[src/rtl/hazard_unit_param.sv]
// Pipeline hazard controller: shift-register scoreboard of post-decode slots driving
// load-use stall, redirect flush and EX forwarding selects. HAZARD_PERF_EN adds stall/flush counters.

module hazard_wr_match #(
  parameter int REG_AW = 5
)(
  input  logic              valid,
  input  logic              we,
  input  logic [REG_AW-1:0] rd,
  input  logic [REG_AW-1:0] addr,
  output logic              hit
);
  // x0 is hardwired zero: it never produces a hazard or a bypass
  assign hit = valid & we & (rd == addr) & (addr != '0);
endmodule

module hazard_unit_param #(
  parameter int DEPTH    = 3,
  parameter int REG_AW   = 5,
  parameter int LOAD_LAT = 1,
  localparam int FWD_W   = (DEPTH > 1) ? $clog2(DEPTH) : 1
)(
  input  logic              clock,
  input  logic              reset,
  input  logic              id_valid,
  input  logic [REG_AW-1:0] id_rs1,
  input  logic [REG_AW-1:0] id_rs2,
  input  logic              id_rs1_used,
  input  logic              id_rs2_used,
  input  logic [REG_AW-1:0] id_rd,
  input  logic              id_we,
  input  logic              id_is_load,
  input  logic              ex_redirect,
  output logic              stall,
  output logic              flush,
  output logic [DEPTH-1:0]  slot_valid,
  output logic [FWD_W-1:0]  fwd_rs1,
  output logic [FWD_W-1:0]  fwd_rs2
`ifdef HAZARD_PERF_EN
  ,
  output logic [31:0]       stall_cnt,
  output logic [31:0]       flush_cnt
`endif
);

  typedef struct packed {
    logic [REG_AW-1:0] rd;
    logic              we;
  } dst_t;

  typedef struct packed {
    logic [REG_AW-1:0] rs1;
    logic [REG_AW-1:0] rs2;
    logic              rs1_used;
    logic              rs2_used;
  } src_t;

  logic [DEPTH-1:0]      vld_pipe;
  dst_t [DEPTH-1:0]      dst_q;
  logic [LOAD_LAT-1:0]   ld_pipe;   // load flag only matters while a load is still too young to bypass
  src_t                  src_q;

  logic [LOAD_LAT-1:0]   id1_hit, id2_hit;
  logic [DEPTH-1:1]      ex1_hit, ex2_hit;
  logic                  redir, ld_use;
  logic [FWD_W-1:0]      fwd1_c, fwd2_c;

  for (genvar k = 0; k < LOAD_LAT; k++) begin : g_ld
    hazard_wr_match #(.REG_AW(REG_AW)) u_id1 (
      .valid(vld_pipe[k]), .we(dst_q[k].we), .rd(dst_q[k].rd), .addr(id_rs1), .hit(id1_hit[k]));
    hazard_wr_match #(.REG_AW(REG_AW)) u_id2 (
      .valid(vld_pipe[k]), .we(dst_q[k].we), .rd(dst_q[k].rd), .addr(id_rs2), .hit(id2_hit[k]));
  end

  for (genvar k = 1; k < DEPTH; k++) begin : g_fwd
    hazard_wr_match #(.REG_AW(REG_AW)) u_ex1 (
      .valid(vld_pipe[k]), .we(dst_q[k].we), .rd(dst_q[k].rd), .addr(src_q.rs1), .hit(ex1_hit[k]));
    hazard_wr_match #(.REG_AW(REG_AW)) u_ex2 (
      .valid(vld_pipe[k]), .we(dst_q[k].we), .rd(dst_q[k].rd), .addr(src_q.rs2), .hit(ex2_hit[k]));
  end

  always_comb begin
    ld_use = 1'b0;
    for (int k = 0; k < LOAD_LAT; k++)
      ld_use = ld_use | (ld_pipe[k] & ((id1_hit[k] & id_rs1_used) | (id2_hit[k] & id_rs2_used)));
  end

  // Scan oldest to youngest so the youngest producer overwrites
  always_comb begin
    fwd1_c = '0;
    fwd2_c = '0;
    for (int k = DEPTH-1; k >= 1; k--) begin
      if (ex1_hit[k]) fwd1_c = FWD_W'(k);
      if (ex2_hit[k]) fwd2_c = FWD_W'(k);
    end
  end

  assign redir      = ex_redirect & vld_pipe[0];
  assign flush      = ~reset & redir;
  assign stall      = ~reset & ~redir & id_valid & ld_use;
  assign slot_valid = reset ? '0 : vld_pipe;
  assign fwd_rs1    = (~reset & vld_pipe[0] & src_q.rs1_used) ? fwd1_c : '0;
  assign fwd_rs2    = (~reset & vld_pipe[0] & src_q.rs2_used) ? fwd2_c : '0;

  always_ff @(posedge clock) begin
    if (reset) vld_pipe <= '0;
    else       vld_pipe <= {vld_pipe[DEPTH-2:0], id_valid & ~stall & ~flush};
  end

  // Payload needs no reset: every consumer is qualified by vld_pipe
  always_ff @(posedge clock) begin
    dst_q      <= {dst_q[DEPTH-2:0], dst_t'{rd: id_rd, we: id_we}};
    src_q      <= src_t'{rs1: id_rs1, rs2: id_rs2, rs1_used: id_rs1_used, rs2_used: id_rs2_used};
    ld_pipe[0] <= id_is_load;
    for (int k = LOAD_LAT-1; k >= 1; k--) ld_pipe[k] <= ld_pipe[k-1];
  end

`ifdef HAZARD_PERF_EN
  always_ff @(posedge clock) begin
    if (reset) begin
      stall_cnt <= '0;
      flush_cnt <= '0;
    end else begin
      stall_cnt <= stall_cnt + {31'b0, stall};
      flush_cnt <= flush_cnt + {31'b0, flush};
    end
  end
`endif

endmodule

[config.mk]
export PLATFORM = sky130hd
export DESIGN_NAME = hazard_unit_param
export DESIGN_NICKNAME = d
export VERILOG_FILES = /design/src/rtl/hazard_unit_param.sv
export SDC_FILE = /design/constraint.sdc
export NUM_CORES = 1
export LEC_CHECK = 0
export CAP_MARGIN = 5
export CELL_PAD_IN_SITES_DETAIL_PLACEMENT = 1
export CELL_PAD_IN_SITES_GLOBAL_PLACEMENT = 1
export CORE_MARGIN = 2
export CORE_UTILIZATION = 39
export DETAILED_ROUTE_END_ITERATION = 8
export PLACE_DENSITY = 0.91
export SLEW_MARGIN = 5
export SYNTH_ARGS = -nofsm -noshare
export SYNTH_HDL_FRONTEND = slang
export SYNTH_SLANG_ARGS = --single-unit
export TNS_END_PERCENT = 50
[constraint.sdc]
create_clock -name clock -period 2.4 [get_ports clock]
set_input_delay 0.24 -clock clock [delete_from_list [all_inputs] [get_ports clock]]
set_output_delay 0.24 -clock clock [all_outputs]
set_load 0.02 [all_outputs]
**Word-level counts from Yosys, hierarchy flattened**

Cells that the tools add are included.

- Bits in registers: 34
- Output and inout bits: 9
- Logic and storage cells: 62

- Equal/unequal tests: 6
- Mux-type cells: 7
- Bitwise logic cells: 33
- Reduce and logical (&&, ||, !) cells: 4

Operators with widths:

| kind | count |
|---|---|
| $eq 5x5->1 | 6 |
| $and 1x1->1 | 28 |
| $reduce_bool 5->1 | 4 |
| $mux 2 | 6 |
| $not 1->1 | 4 |
| $mux 3 | 1 |
| $or 1x1->1 | 1 |

**Depth between registers and ports, before layout**

- Depth after elaboration: 10
- Gate-level depth with buffers: 4
- Gate-level depth less buffers: 4

**Cells and area by module**

A second synthesis with hierarchy kept.

- Cell total of the unflattened synthesis: 110
- Area, all modules: 1,296.2 um^2

By module, submodules not included:

| module | instances | cells each | area an instance (um^2) | sequential area each (um^2) |
|---|---|---|---|---|
| hazard_unit_param | 1 | 50 | 838.3 | 680.7 |
| hazard_wr_match | 6 | 10 | 76.3 | 0.0 |

**Least setup slack after synthesis**

OpenSTA, ideal clock, no wires.

- Path type: register -> output
- Start: register src_q[8] (netlist bit)
- End: output port fwd_rs1[1]
- Arrival: 1,518 ps
- Required time: 2,160 ps
- Path slack: 642 ps
- Stages on the path, launching flop included: 5
- Buffers on the path: 0
- Cells stage by stage: dfxtp_1 > or4_4 > nor2_4 > nor3_2 > nor4_2

- Longest elaborated chain between the ends: 6
- Elaborated cells on any way between the ends: 10
- Classes of those cells: 2 x eq/ne; 3 x mux; 4 x bitwise; 1 x reduce/logical

RTL lines:

| element | line | RTL |
|---|---|---|
| start: declaration | 61 | `src_t src_q;` |
| start signal: assignment | 113 | `src_q <= src_t'{rs1: id_rs1, rs2: id_rs2, rs1_used: id_rs1_used, rs2_used: id_rs2_used};` |
| $eq 5x5->1 | 14 | `assign hit = valid & we & (rd == addr) & (addr != '0);` |
| $and 1x1->1 (2 in a row) | 14 |  |
| $mux 2 | 93 | `if (ex1_hit[k]) fwd1_c = FWD_W'(k);` |
| $mux 2 (*) | 93 |  |
| $mux 2 (*) | 102 | `assign fwd_rs1 = (~reset & vld_pipe[0] & src_q.rs1_used) ? fwd1_c : '0;` |
| end: declaration | 37 | `output logic [FWD_W-1:0] fwd_rs1,` |

Every way passes the cells marked *; elsewhere a longest branch is shown, timed or not.

**Final worst setup path**

- Start: register src_q[2] (netlist bit)
- End: output port fwd_rs2[1]

- Longest elaborated chain between the ends: 6
- Elaborated cells on any way between the ends: 10
- Classes of those cells: 2 x eq/ne; 3 x mux; 4 x bitwise; 1 x reduce/logical

RTL lines:

| element | line | RTL |
|---|---|---|
| $eq 5x5->1 | 14 |  |
| $and 1x1->1 (2 in a row) | 14 |  |
| $mux 2 | 94 | `if (ex2_hit[k]) fwd2_c = FWD_W'(k);` |
| $mux 2 (*) | 94 |  |
| $mux 2 (*) | 103 | `assign fwd_rs2 = (~reset & vld_pipe[0] & src_q.rs2_used) ? fwd2_c : '0;` |
| end: declaration | 38 | `output logic [FWD_W-1:0] fwd_rs2` |

Marked as above.

==> impl_metrics.tcl <==
set metrics [dict create \
    die-area_mm2 0.00358 \
    cp_slowest_stage_delay_ns 0.56 \
    tns_ns 0 \
    antenna_found_initial 0 \
    clock-skew-final_ns 0.00631 \
    synth.largest_area_cell "dfxtp_1" \
    peakVddDrop_mv 0.403 \
    post_drt_wl_per_cell_um 16.1 \
    worst-path-stages 5 \
    power_mw 1.03 \
    crit_path_max_fanout 3 \
    cap_violations 0 \
    place_ws_ns -0.0245 \
    clk_pin_slew_ns 0.09 \
    num_io_pins 32 \
    design.core.area_mm2 0.00300 \
    place_hpwl_mm 2.38 \
    status "finished, final reports clean" \
    sequentialPowerShare_pct 60.6 \
    clock.fmax_ghz 0.448 \
    p_clk_share_pct 28.9 \
    syn_area_mm2 0.00122 \
    die-width_um 59.9 \
    numCtsBuffers 5 \
    maxSlewHeadroom_pct 77.2 \
    initial_utilization_pct 40.5 \
    start_kind "flop" \
    power_density_mw_per_mm2 632 \
    leakage_nw 0.624 \
    cp_cell_sequence "or4_4, nor2_4, nor3_2, nor4_2, dlygate4sd2_1" \
    place.port_buffers 31 \
    grt_pass1_wl_mm 4.37 \
    final_core_util_pct 54.4 \
    cpMaxStageDelayCell "or4_4" \
    vias 876 \
    clock_latency_ns 0.33 \
    nNetsFinal 165 \
    synthCells 102 \
    detail-route-antenna-nets 0 \
    drt_iter0_drc 13 \
    crit_family "simple AND/OR/NAND/NOR gates" \
    drt-vias-per-instance 5.03 \
    final_area_mm2 0.00163 \
    track_usage_pct 17.9 \
    clock-root-buffer "clkbuf_4" \
    worstPathArrival_ns 1.99 \
    post-route-period-util_pct 93.1 \
    ys_types 24 \
    tightest_slew_ns 0.338 \
    rr_worst_depth 4 \
    ys_ff_latch 34 \
    cp-end-kind "output port" \
    required_ns 2.16 \
    yosysWarnings 0 \
    syn_area_per_cell_um2 11.9 \
    antennaDiodeCount 0 \
    layout_common_cells "dfxtp_1 (34), clkdlybuf4s50_1 (26), xnor2_1 (18)" \
    cts_tree "done" \
    finalHoldViolCount 0 \
    syn_nets 125 \
    grt_overflow 0 \
    cts_resized 4 \
    worst_slack_ns 0.167 \
    gp_congestion 0.848 \
    power_switching_share_pct 22.8 \
    dieHeight_um 59.9 \
    setup_viol 0 \
    grt_max_degree 10 \
    syn_to_final_growth_pct 34.1 \
    p_switching_uw 235 \
    min_path_type "in2reg" \
    wirelength_mm 2.81 \
    timing.critical_path.buf_inv 1 \
    htree_levels 2 \
    final_layout_size_suffix_gt1_share_pct 12.1 \
    r2r_slack_ns 1.04 \
    synth_top_cell_area_share_pct 55.9 \
    pwr-share-comb_pct 10.5 \
    rsz0062_at_grt "no" \
    critical_path_class "reg2out" \
    firstDrtPassIters 4 \
    layout_commonest_cell "dfxtp_1" \
    fin_crit_ns 2.23 \
    clock-sinks 34 \
    clock_path_buffers 2 \
    place_area_mm2 0.00158 \
    synth_area_leaders "dfxtp_1 (56%), xnor2_1 (13%), xor2_1 (7.2%)" \
    remaining_drc_errors 0 \
    grt_pass1_vias 979 \
    post-cts-setup-buffer-count 0 \
    worstHoldPathCells 1 \
    slew_viol_final 0 \
    ctsHoldBuffers 0 \
    synth-seq-area-share_pct 55.9 \
    p_int_uw 796 \
    row_count 20 \
]
[per-layer routing]
metal	up-vias	global-route usage [%]	routed length, um
met1	403	18.1	1080
met4	0	10.5	33
met2	38	31.2	1540
li1	431	-	-
met3	4	6.71	152
met5	-	0	0
[state kept, by name (all words and copies together), names as in the netlist]
signal and flops:
dst_q 18, src_q 12, vld_pipe 3, ld_pipe 1
[per-stage QoR]
stage	hold slack [ns]	instances
after floorplan	0.268	102
after global placement	0.342	168
after detailed placement	0.348	168
after CTS	0.322	174
after global routing	0.320	174
final	0.346	174
[synthesized netlist by cell type]
cell type	instances
and3_1	1
nand2_1	3
and3b_1	1
a21oi_1	1
dfxtp_1	34
or4_1	2
nor2b_1	5
nand3_1	3
xnor2_1	18
nor2_1	1
o41ai_1	1
a2111o_1	1
nor4_2	2
nor2_4	2
or4_4	2
and2_1	2
nor3_1	1
nor3_2	2
o2111ai_1	1
and3_2	1
nor4_1	2
nand4_1	5
nand3b_1	1
xor2_1	10
[path summary, 6_finish.rpt]
| path | startpoint | endpoint |
|---|---|---|
| worst min-delay path | id_rd[3] | dst_q[4]$_DFF_P_ |
| worst max register to register | vld_pipe[0]$_SDFF_PP0_ | vld_pipe[0]$_SDFF_PP0_ |
| worst min register to register | dst_q[0]$_DFF_P_ | dst_q[6]$_DFF_P_ |
| worst max-delay path | src_q[2]$_DFF_P_ | fwd_rs2[1] |
[cell families after synthesis]
logic type | count (synthesis) | share of synthesized area, %
simple gates | 36 | 21.2
flops | 34 | 55.9
xor+xnor | 28 | 20.1
compound gates | 4 | 2.77
[power by group through the flow]
stage               Sequential, mW  Clock [mW]  Combinational, mW
finish                       0.625       0.298              0.108
global placement             0.636           0              0.103
CTS                          0.626       0.312              0.110
detailed placement           0.639           0              0.109
floorplan                    0.630           0             0.0501
global route                 0.630       0.338              0.117
[cell type report]
cell class	instances	area (um^2)
repair buffers	33	323
flip-flops and latches	34	681
well taps	33	41.3
clock buffers	6	51.3
multi-input cells	68	537
fillers	327	1370
Power figures use the tool's default switching activity.
